==> src/rtl/ipm2l_sfifo_ctrl_v1_2.sv <==
// Single-clock FIFO controller for an external simple-dual-port RAM with a
// 1-cycle registered read. Produces exact (zero-lag) full/empty flags, water
// level, programmable almost-full/almost-empty, sticky error flags and a
// synchronous flush. c_FWFT_EN selects standard or first-word-fall-through.
module ipm2l_sfifo_ctrl_v1_2 #(
  parameter int c_DEPTH_WIDTH = 9,
  parameter int c_FWFT_EN     = 0
) (
  input  logic                     clk,
  input  logic                     rst,
  input  logic                     flush,
  input  logic                     w_en,
  output logic                     wr_ram_en,
  output logic [c_DEPTH_WIDTH-1:0] waddr,
  output logic                     wfull,
  output logic                     almost_full,
  output logic                     overflow,
  input  logic                     r_en,
  output logic                     rd_ram_en,
  output logic [c_DEPTH_WIDTH-1:0] raddr,
  output logic                     rd_valid,
  output logic                     rempty,
  output logic                     almost_empty,
  output logic                     underflow,
  output logic [c_DEPTH_WIDTH:0]   water_level,
  input  logic [c_DEPTH_WIDTH:0]   af_thresh,
  input  logic [c_DEPTH_WIDTH:0]   ae_thresh
);

  localparam int N = c_DEPTH_WIDTH;
  localparam logic [N:0] FULL_LVL = {1'b1, {N{1'b0}}};

  // One extra pointer bit distinguishes full from empty; wrap is plain modulo.
  logic [N:0] wptr, rptr;
  logic [N:0] wptr_nxt, rptr_nxt;
  logic [N:0] mem_cnt;
  logic [N:0] occ_nxt;
  logic       wa, ra;
  logic       rd_valid_nxt;
  logic       rempty_nxt;

  // Accept decisions and next-cycle occupancy; every flag is derived from
  // occ_nxt so the registered flags never lag the pointers.
  always_comb begin
    wa           = w_en & ~wfull & ~flush;
    mem_cnt      = wptr - rptr;
    ra           = 1'b0;
    rd_valid_nxt = 1'b0;
    if (c_FWFT_EN != 0) begin
      // Prefetch into the RAM output register whenever it is empty or its
      // word is being consumed this cycle.
      ra = (mem_cnt != '0) & (~rd_valid | r_en) & ~flush;
      if (flush)     rd_valid_nxt = 1'b0;
      else if (ra)   rd_valid_nxt = 1'b1;
      else if (r_en) rd_valid_nxt = 1'b0;
      else           rd_valid_nxt = rd_valid;
    end else begin
      ra           = r_en & ~rempty & ~flush;
      rd_valid_nxt = ra;
    end
    wptr_nxt = wptr + {{N{1'b0}}, wa};
    rptr_nxt = rptr + {{N{1'b0}}, ra};
    // In FWFT mode the word held at the RAM output still counts as stored.
    if (c_FWFT_EN != 0) begin
      occ_nxt    = (wptr_nxt - rptr_nxt) + {{N{1'b0}}, rd_valid_nxt};
      rempty_nxt = ~rd_valid_nxt;
    end else begin
      occ_nxt    = wptr_nxt - rptr_nxt;
      rempty_nxt = (occ_nxt == '0);
    end
  end

  assign wr_ram_en = wa;
  assign rd_ram_en = ra;
  assign waddr     = wptr[N-1:0];
  assign raddr     = rptr[N-1:0];

  // State and flag registers; rst and flush both return to the empty state.
  always_ff @(posedge clk) begin
    if (rst || flush) begin
      wptr         <= '0;
      rptr         <= '0;
      rd_valid     <= 1'b0;
      wfull        <= 1'b0;
      rempty       <= 1'b1;
      water_level  <= '0;
      almost_full  <= 1'b0;
      almost_empty <= 1'b1;
      overflow     <= 1'b0;
      underflow    <= 1'b0;
    end else begin
      wptr         <= wptr_nxt;
      rptr         <= rptr_nxt;
      rd_valid     <= rd_valid_nxt;
      wfull        <= (occ_nxt == FULL_LVL);
      rempty       <= rempty_nxt;
      water_level  <= occ_nxt;
      almost_full  <= (occ_nxt >= af_thresh);
      almost_empty <= (occ_nxt <= ae_thresh);
      overflow     <= overflow  | (w_en & wfull);
      underflow    <= underflow | (r_en & rempty);
    end
  end

endmodule

==> config.mk <==
export PLATFORM = sky130hd
export DESIGN_NAME = ipm2l_sfifo_ctrl_v1_2
export DESIGN_NICKNAME = d
export VERILOG_FILES = /design/src/rtl/ipm2l_sfifo_ctrl_v1_2.sv
export SDC_FILE = /design/constraint.sdc
export NUM_CORES = 1
export LEC_CHECK = 0
export CAP_MARGIN = 40
export CORE_MARGIN = 2
export CORE_UTILIZATION = 44
export CTS_CLUSTER_DIAMETER = 30
export DETAILED_ROUTE_END_ITERATION = 8
export GPL_TIMING_DRIVEN = 0
export PLACE_DENSITY_LB_ADDON = 0.15
export SYNTH_ARGS = -nofsm -noshare
export SYNTH_HDL_FRONTEND = slang
export SYNTH_SLANG_ARGS = --single-unit
export TNS_END_PERCENT = 30
==> constraint.sdc <==
create_clock -name clk -period 3.45 [get_ports clk]
set_input_delay 0.5175 -clock clk [delete_from_list [all_inputs] [get_ports clk]]
set_output_delay 0.5175 -clock clk [all_outputs]
set_load 0.005 [all_outputs]
==> Yosys cells after proc, flatten, opt, wreduce, memory -nomap -nowiden <==
Index checks and enable logic that the tools add are counted.
{ "totals": {"register_bits": 37, "in_bits": 25, "output_inout_bits": 37, "wordCells": 29} }
{ "classes": {"addsub": 3, "order_cmp": 2, "eq_ne": 1, "bitwise_logic": 11, "n_reduce_logical": 2} }
{ "op_table": {"columns": ["operator", "count"], "rows": [
  ["$add A10 B1 Y10", 2],
  ["$eq A10 B10 Y1 const B", 1],
  ["$ge A10 B10 Y1", 1],
  ["$le A10 B10 Y1", 1],
  ["$logic_not A10 Y1", 1],
  ["$sub A10 B10 Y10", 1],
  ["$and A1 B1 Y1", 6],
  ["$not A1 Y1", 3],
  ["$or A1 B1 Y1", 2],
  ["$logic_or A1 B1 Y1", 1]
]} }

==> Longest topological paths before layout <==
Gate-level depths: netlist of the first run.
{ "depth": {"depth_word": 6, "ltp_mapped": 19, "mapped_depth_nobuf": 19} }

==> Worst setup path after synthesis of the first run <==
Ideal clock, no wire load.
{ "synth_path": {"path_kind": "input -> register", "start": "in flush", "end": "reg almost_full", "arrival_ns": 3.538, "t_required_ns": 3.326, "slack_ns": -0.212, "stages": 16, "cell_sequence": "nor3b_1 -> ha_1 -> ha_1 -> ha_1 -> a21o_1 -> a21oi_1 -> o21ai_1 -> a221o_1 -> a21o_1 -> a21o_1 -> xnor2_2 -> inv_2 -> ha_1 -> and2_1 -> o21ai_0 -> o31ai_1"} }
{ "synth_via": {"elab_chain_len": 5, "word_cells_on_any_way": 8} }
{ "synth_lines": {"columns": ["element", "line_no", "source"], "rows": [
  ["from (decl)", "11", "input logic flush,"],
  ["$not A1 Y1", "45", "wa = w_en & ~wfull & ~flush;"],
  ["$and A1 B1 Y1", "45", null],
  ["$add A10 B1 Y10", "61", "wptr_nxt = wptr + {{N{1'b0}}, wa};"],
  ["net wptr_nxt[1]", "35", "logic [N:0] wptr_nxt, rptr_nxt;"],
  ["$sub A10 B10 Y10", "68", "occ_nxt = wptr_nxt - rptr_nxt;"],
  ["net occ_nxt[9]", "37", "logic [N:0] occ_nxt;"],
  ["$ge A10 B10 Y1", "98", "almost_full <= (occ_nxt >= af_thresh);"],
  ["to (signal assigned)", "98", null],
  ["to (decl)", "16", "output logic almost_full,"]
]} }
The timed path passes the listed nets, and every way through them passes these cells.
A chain may end at the register's enable or synchronous reset.

==> Worst setup path after layout of the first run <==
{ "layout_path": {"start": "reg rempty", "end": "reg almost_empty"} }
{ "layout_via": {"elab_chain_len": 6} }
{ "layout_lines": {"columns": ["element", "line_no", "source"], "rows": [
  ["from (decl)", "22", "output logic rempty,"],
  ["from (signal assigned)", "96", "rempty <= rempty_nxt;"],
  ["$not A1 Y1", "58", "ra = r_en & ~rempty & ~flush;"],
  ["$and A1 B1 Y1 (2 in a row)", "58", null],
  ["$add A10 B1 Y10", "62", "rptr_nxt = rptr + {{N{1'b0}}, ra};"],
  ["$sub A10 B10 Y10", "68", null],
  ["net occ_nxt[9]", "37", null],
  ["$le A10 B10 Y1", "99", "almost_empty <= (occ_nxt <= ae_thresh);"],
  ["to (signal assigned)", "99", null],
  ["to (decl)", "23", "output logic almost_empty,"]
]} }
The timed path passes the listed nets, and every way through them passes these cells.

==> results of run 1 <==
[placed cells by master (no fill, tap or decap), drive strengths merged, types with 9 or more instances in the layout]
cell type,count
clkdlybuf4s50,58
buf,45
nor2,37
dfxtp,37
inv,30
ha,30
xnor2,19
xor2,13
and2,10
nand2,10
o21ai,10
clkbuf,9
[stage by stage]
step,hold slack (ns),power [mW],util [%],area [um2]
after global routing,0.514,1.11,73.1,3760
after floorplan,0.460,0.523,-,2400
after detailed placement,0.467,0.588,60.3,3100
after CTS,0.486,1.06,69.6,3580
final,0.485,1.06,73.1,3760
after global placement,0.455,0.584,60.3,3100
[what timing repair did]
item / 4_1_cts / 5_1_grt
setup endpoints to repair: 6 / 3
buffers inserted: 19 / 5
pin swaps: 22 / 21
resized for setup: 47 / 21
[final timing paths]
check	start	end	slack, ns
max	rempty	almost_empty	-0.08
min reg2reg	overflow	overflow	0.51
min	w_en	overflow	0.48
max reg2reg	rempty	almost_empty	-0.08
[state kept, by name (all words and copies together), names as in the netlist]
name / flops
almost_empty: 1
almost_full: 1
overflow: 1
rd_valid: 1
rempty: 1
rptr: 10
underflow: 1
water_level: 10
wfull: 1
wptr: 10
[where the power goes]
| group | total [mW] | switching, mW | leakage, nW | internal, mW |
|---|---|---|---|---|
| Sequential | 0.436 | 0.00294 | 0.299 | 0.433 |
| Combinational | 0.175 | 0.0802 | 1.31 | 0.0953 |
| Clock | 0.452 | 0.164 | 0.0681 | 0.287 |
| Total | 1.06 | 0.248 | 1.67 | 0.815 |
[tightest hold or removal path, stage by stage]
cell and delay, ns:
buf_2 0.09, a21oi_1 0.07, nor2_1 0.07
[logic make-up (layout without fill, tap and decap cells)]
family / after synthesis / in the layout / share of synthesized area, %
flip-flops: 37 / 37 / 31.2
AND/OR/NAND/NOR: 85 / 85 / 18.4
AO/OA/AOI/OAI: 32 / 32 / 8.60
adder cells (fa/ha/maj): 33 / 33 / 17.6
buffers and inverters: 52 / 145 / 11.1
XOR/XNOR: 32 / 32 / 13.1
[routing by layer]
layer	part of all wire (%)	vias to the layer above	routed length, um
li1	-	1051	-
met1	41	1017	2690
met2	53	51	3460
met3	3.3	14	213
met4	2.0	0	128
met5	0	-	0
[layout make-up]
type / instances / area [um2]
clock buffers: 5 / 68.8
inverters: 30 / 113
repair buffers: 85 / 782
multi-input cells: 182 / 1750
flip-flops and latches: 37 / 743
plain buffers: 22 / 150
clock inverters: 3 / 65.1
well taps: 70 / 87.6
fillers: 407 / 1380
==> out/metrics.cfg, run 1 <==
[timing]
finalCritPeriodShare_pct=102
slew_violations=0
timing.fmax_mhz=284
setup_viol_count_final=3
tightest_slew_ns=0.634
max_slew_margin_pct=57.7
rsz0062_at_grt=yes
tns_ns=-0.0906
finalCriticalPeriod_ns=3.53
final_hold_viol_count=0
skew_ns=0.00799
fin_ws_ns=-0.0771

[critical_path]
cp_max_fo=3
critPathMaxStageDelay_ns=0.36
worstRegToRegCells=18
critical_path_class=reg -> reg
start_kind=flip-flop
crit_family=compound AO/OA/AOI/OAI gates
path_depth=18
cp-end-kind=flip-flop
path_cells=nand2b_4 -> nor2_4 -> ha_4 -> xnor2_4 -> ha_4 -> a21o_1 -> a21oi_4 -> o21ai_2 -> a221o_1 -> a21o_1 -> a21o_1 -> xnor2_2 -> inv_2 -> ha_4 -> nand2_2 -> nor3_4 -> nor2_1 -> o31ai_1
critical_path_required_ns=3.67
critPathBufInv=1
crit_slowest_cell=a221o_1
crit_arrival_ns=3.74

[global_route]
grtUsageTotal_pct=21.7
grt_max_degree=13
use_met2_pct=39.4
grt_use_met1_pct=25.4
grt_overflow_total=0
antenna_found_initial=0
grt_pass1_vias=2288
use_met3_pct=4.53
grt_pass1_wl_mm=10.3
busiest_layer=met2

[power]
power_density_nw_per_um2=283
cellLeakagePower_nw=1.67
peakVddDrop_v=0.000251

[drt]
postRouteAntennaNets=0
drt-total-wl_mm=6.49
drc=0
vias=2133
vias_per_cell=4.91
drtIter0Drc=62
post_drt_wl_per_cell_um=15.0
firstDrtPassIters=4

[floorplan]
fp.coreArea_um2=5140
start_util_pct=46.1
die_area_um2=5990
die_y_um=77.4
fp-row-count=26
die_x_um=77.4
ioPinCount=62

[clocking]
cts_tree=done
numCtsBuffers=5
cts_root_buffer=clkbuf_8
postCtsHoldBufs=0
clk_pin_slew_ns=0.08
cts_max_level=2
cts_max_path_buffers=2
clock_sinks=37
clk_latency_ns=0.30

[synthesis]
synth_commonest_cells=37 x dfxtp_1, 36 x nor2_1, 30 x ha_1
postSynth.asyncResetShare_pct=0
yosys_warnings=0
synth_seq_area_share_pct=31.2
syn_area_um2=2370
synth_flop_cell=dfxtp_1
ys_top_cells_by_area=dfxtp_1 31%, ha_1 16%, xnor2_1 6.6%
synthCells=271
synth-seq-cells=37
synth_top_area_share_pct=31.2
synth.distinct_cells=40
synth_most_common_cell=dfxtp_1
synth.largest_area_cell=dfxtp_1
syn_nets=327
synth-edff-count=0
avgSynthCellArea_um2=8.75

[flow_run]
drv_cap=0

[placement]
dpl_worst_slack_ns=-1.12
placed_cells=402
port_buffers=61
gp_congestion=0.790
dp_hpwl_mm=4.17

[layout]
drive_gt1_share_pct=30.2
final_nets=419
area_delta_synth_final_pct=58.5
antenna_cells=0
final-instance-count-excl-fill=434

[hold_path]
hp-class=in -> reg
hold_depth=3

[outcome]
violations=setup timing
outcome=finished with violations

No activity file was read; power rests on OpenSTA's default activity.
==> inputs of run 2 (changes only) <==
HOLD_SLACK_MARGIN = 0.15   (was default)
SLEW_MARGIN = 20   (was default)
==> results of run 2 <==
Final layout, timing and power as in run 1 (identical DEF).
==> inputs of run 3 (changes only) <==
ABC_AREA = 1   (was default)
CORE_UTILIZATION = 46   (was 44)
==> run 3 against run 2 <==
The flow now finishes without violations. Final cell count grew 37%. Synthesized area increased by 16%. Largest power group is now registers. Critical path type is now in -> reg. Hold slack worse by 0.0054 ns. Critical path depth increased by 4.
==> out/metrics.cfg, run 3 <==
[outcome]
outcome=finished clean

[synthesis]
yosys_warnings=0  ; unchanged
synth.distinct_cells=30  ; -25%
synthCells=411  ; +52%
synth.largest_area_cell=dfxtp_1
synth_flop_cell=dfxtp_1
synth_most_common_cell=nand2_1
synth-edff-count=0  ; unchanged
synth_commonest_cells=101 x nand2_1, 75 x inv_1, 42 x nor2_1
synth-seq-cells=37  ; unchanged
synth_top_area_share_pct=27.0  ; -4.2 points
postSynth.asyncResetShare_pct=0  ; unchanged
ys_top_cells_by_area=dfxtp_1 27%, nand2_1 14%, ha_1 14%
syn_nets=467  ; +43%
syn_area_um2=2740  ; +16%
avgSynthCellArea_um2=6.66  ; -24%
synth_seq_area_share_pct=27.0  ; -4.2 points

[floorplan]
fp-row-count=28  ; +7.7%
start_util_pct=46.8  ; +0.68 points
die_x_um=81.2  ; +4.9%
die_area_um2=6590  ; +9.9%
fp.coreArea_um2=5850  ; +14%
die_y_um=81.2  ; +4.9%
ioPinCount=62  ; unchanged

[clocking]
cts_tree=done
numCtsBuffers=5  ; unchanged
clk_pin_slew_ns=0.07  ; about the same
clock_sinks=37  ; unchanged
cts_root_buffer=clkbuf_8
clk_latency_ns=0.29  ; about the same
cts_max_level=2  ; unchanged
cts_max_path_buffers=2  ; unchanged

[hold_path]
hp-class=reg -> reg
hold_depth=2  ; -1

[drt]
drtIter0Drc=154  ; +150%
postRouteAntennaNets=0  ; unchanged
drt-total-wl_mm=7.85  ; +21%
drc=0  ; unchanged
post_drt_wl_per_cell_um=13.2  ; -12%
vias_per_cell=4.94  ; +0.61%
firstDrtPassIters=6  ; +2
vias=2942  ; +38%

[critical_path]
critical_path_class=in -> reg
cp-end-kind=flip-flop
critical_path_required_ns=3.64  ; -0.03 ns
crit_arrival_ns=3.59  ; -0.15 ns
critPathMaxStageDelay_ns=0.27  ; -0.09 ns
crit_slowest_cell=nor3b_4
start_kind=input pin
crit_top_cell=buf_4
reg2reg_slack_ns=0.06  ; +0.14 ns
cp_max_fo=3  ; unchanged
worstRegToRegCells=21  ; +3
path_cells=buf_6 -> nor3b_4 -> ha_4 -> ha_4 -> buf_6 -> buf_4 -> nand4_1 -> xor2_2 -> ha_4 -> nand2_4 -> inv_1 -> a21oi_2 -> nand4_1 -> buf_4 -> buf_4 -> buf_4 -> buf_4 -> buf_4 -> buf_4 -> buf_4 -> nand3_2 -> inv_1

[timing]
max_slew_margin_pct=60.3  ; +2.6 points
fin_ws_ns=0.0523  ; +0.129 ns
skew_ns=0.00723  ; -0.000769 ns
tns_ns=0  ; +0.0906 ns
final_hold_viol_count=0  ; unchanged
slew_violations=0  ; unchanged
tightest_slew_ns=0.596  ; -0.0383 ns
finalCritPeriodShare_pct=98.5  ; -3.8 points
finalCriticalPeriod_ns=3.40  ; -0.129 ns
rsz0062_at_grt=yes
timing.fmax_mhz=294  ; +3.8%
setup_viol_count_final=0  ; -3

[placement]
placed_cells=547  ; +36%
gp_congestion=0.892  ; +13%
port_buffers=61  ; unchanged
dp_hpwl_mm=5.15  ; +24%
dpl_worst_slack_ns=-0.996  ; +0.119 ns

[global_route]
use_met2_pct=40.4  ; +1.0 points
grt_max_degree=12  ; -1
grt_overflow_total=0  ; unchanged
grt_pass1_vias=2639  ; +15%
use_met3_pct=3.44  ; -1.1 points
grtUsageTotal_pct=22.6  ; +0.87 points
antenna_found_initial=0  ; unchanged
grt_use_met1_pct=25.7  ; +0.26 points
grt_pass1_wl_mm=11.4  ; +11%
busiest_layer=met2

[layout]
final-instance-count-excl-fill=595  ; +37%
drive_gt1_share_pct=30.2  ; about the same
fillers=453  ; +11%
reg.largest.list=rptr: 10 flops, water_level: 10 flops, wptr: 10 flops
area_delta_synth_final_pct=54.8
final_common_cell=nand2_1
antenna_cells=0  ; unchanged
final_core_util_pct=72.5  ; -0.65 points
layout_common_cells=85 x nand2_1, 63 x inv_1, 58 x buf_4, 58 x clkdlybuf4s50_1
final_nets=575  ; +37%

[power]
power_density_nw_per_um2=242  ; -14%
peakVddDrop_v=0.000155  ; -38%
power.total_mw=1.03  ; -3.3%
cellLeakagePower_nw=2.06  ; +23%

[flow_run]
drv_cap=0  ; unchanged

-- run 3: final cells by class --
type | count | area (um2) | area share (%)
Tap cell | 75 | 93.8 | 2.21
Sequential cell | 37 | 743 | 17.5
Buffer | 23 | 165 | 3.90
Clock inverter | 1 | 30.0 | 0.708
Multi-Input combinational cell | 276 | 1910 | 45.0
Clock buffer | 7 | 86.3 | 2.04
Timing Repair Buffer | 101 | 925 | 21.8
Inverter | 75 | 287 | 6.76
-- run 3: timing repair --
action,4_1_cts,5_1_grt
pin swaps,33,35
buffers inserted,31,9
gates resized for setup,56,44
setup endpoints to repair,2,5
hold buffers,0,0
-- run 3: cells by family (layout without fill, tap and decap cells) --
family                     after synthesis  count (layout)  synth area share (%)
DFF                                     37              37                  27.0
and+or+nand+nor                        210             210                  33.9
xor gates and xnor gates                10              10                  3.20
buffers and inverters                   98             207                  16.1
AOI/OAI and AO/OA                       25              25                  5.30
adders and majority gates               31              31                  14.4
-- run 3: per-stage QoR --
step / hold slack, ns / cell area [um2]
after floorplan: 0.465 / 2770
after CTS: 0.484 / 4030
after global routing: 0.505 / 4240
after global placement: 0.457 / 3470
after detailed placement: 0.463 / 3470
final: 0.479 / 4240
-- run 3: path summary, 6_finish.rpt --
kind / from / end
setup / recovery: flush / water_level[9]
hold reg to reg: overflow / overflow
setup reg to reg: wfull / water_level[9]
hold / removal: overflow / overflow
-- run 3: where the power goes --
group	switching (mW)	internal, mW	leakage (nW)
clock	0.152	0.236	0.0585
combinational	0.101	0.100	1.71
sequential	0.00447	0.433	0.299
-- run 3: critical path, delay by kind of cell --
| kind | cells | cell delay [ns] |
|---|---|---|
| XOR/XNOR | 1 | 0.25 |
| adder cells (fa/ha/maj) | 3 | 0.58 |
| AO/OA/AOI/OAI | 1 | 0.15 |
| AND/OR/NAND/NOR | 5 | 0.74 |
| buffers and inverters | 12 | 1.34 |
-- run 3: routing by layer --
metal | wire [um] | vias to the layer above
met5 | 0 | -
met2 | 4070 | 104
li1 | - | 1483
met4 | 324 | 0
met1 | 3180 | 1329
met3 | 279 | 26
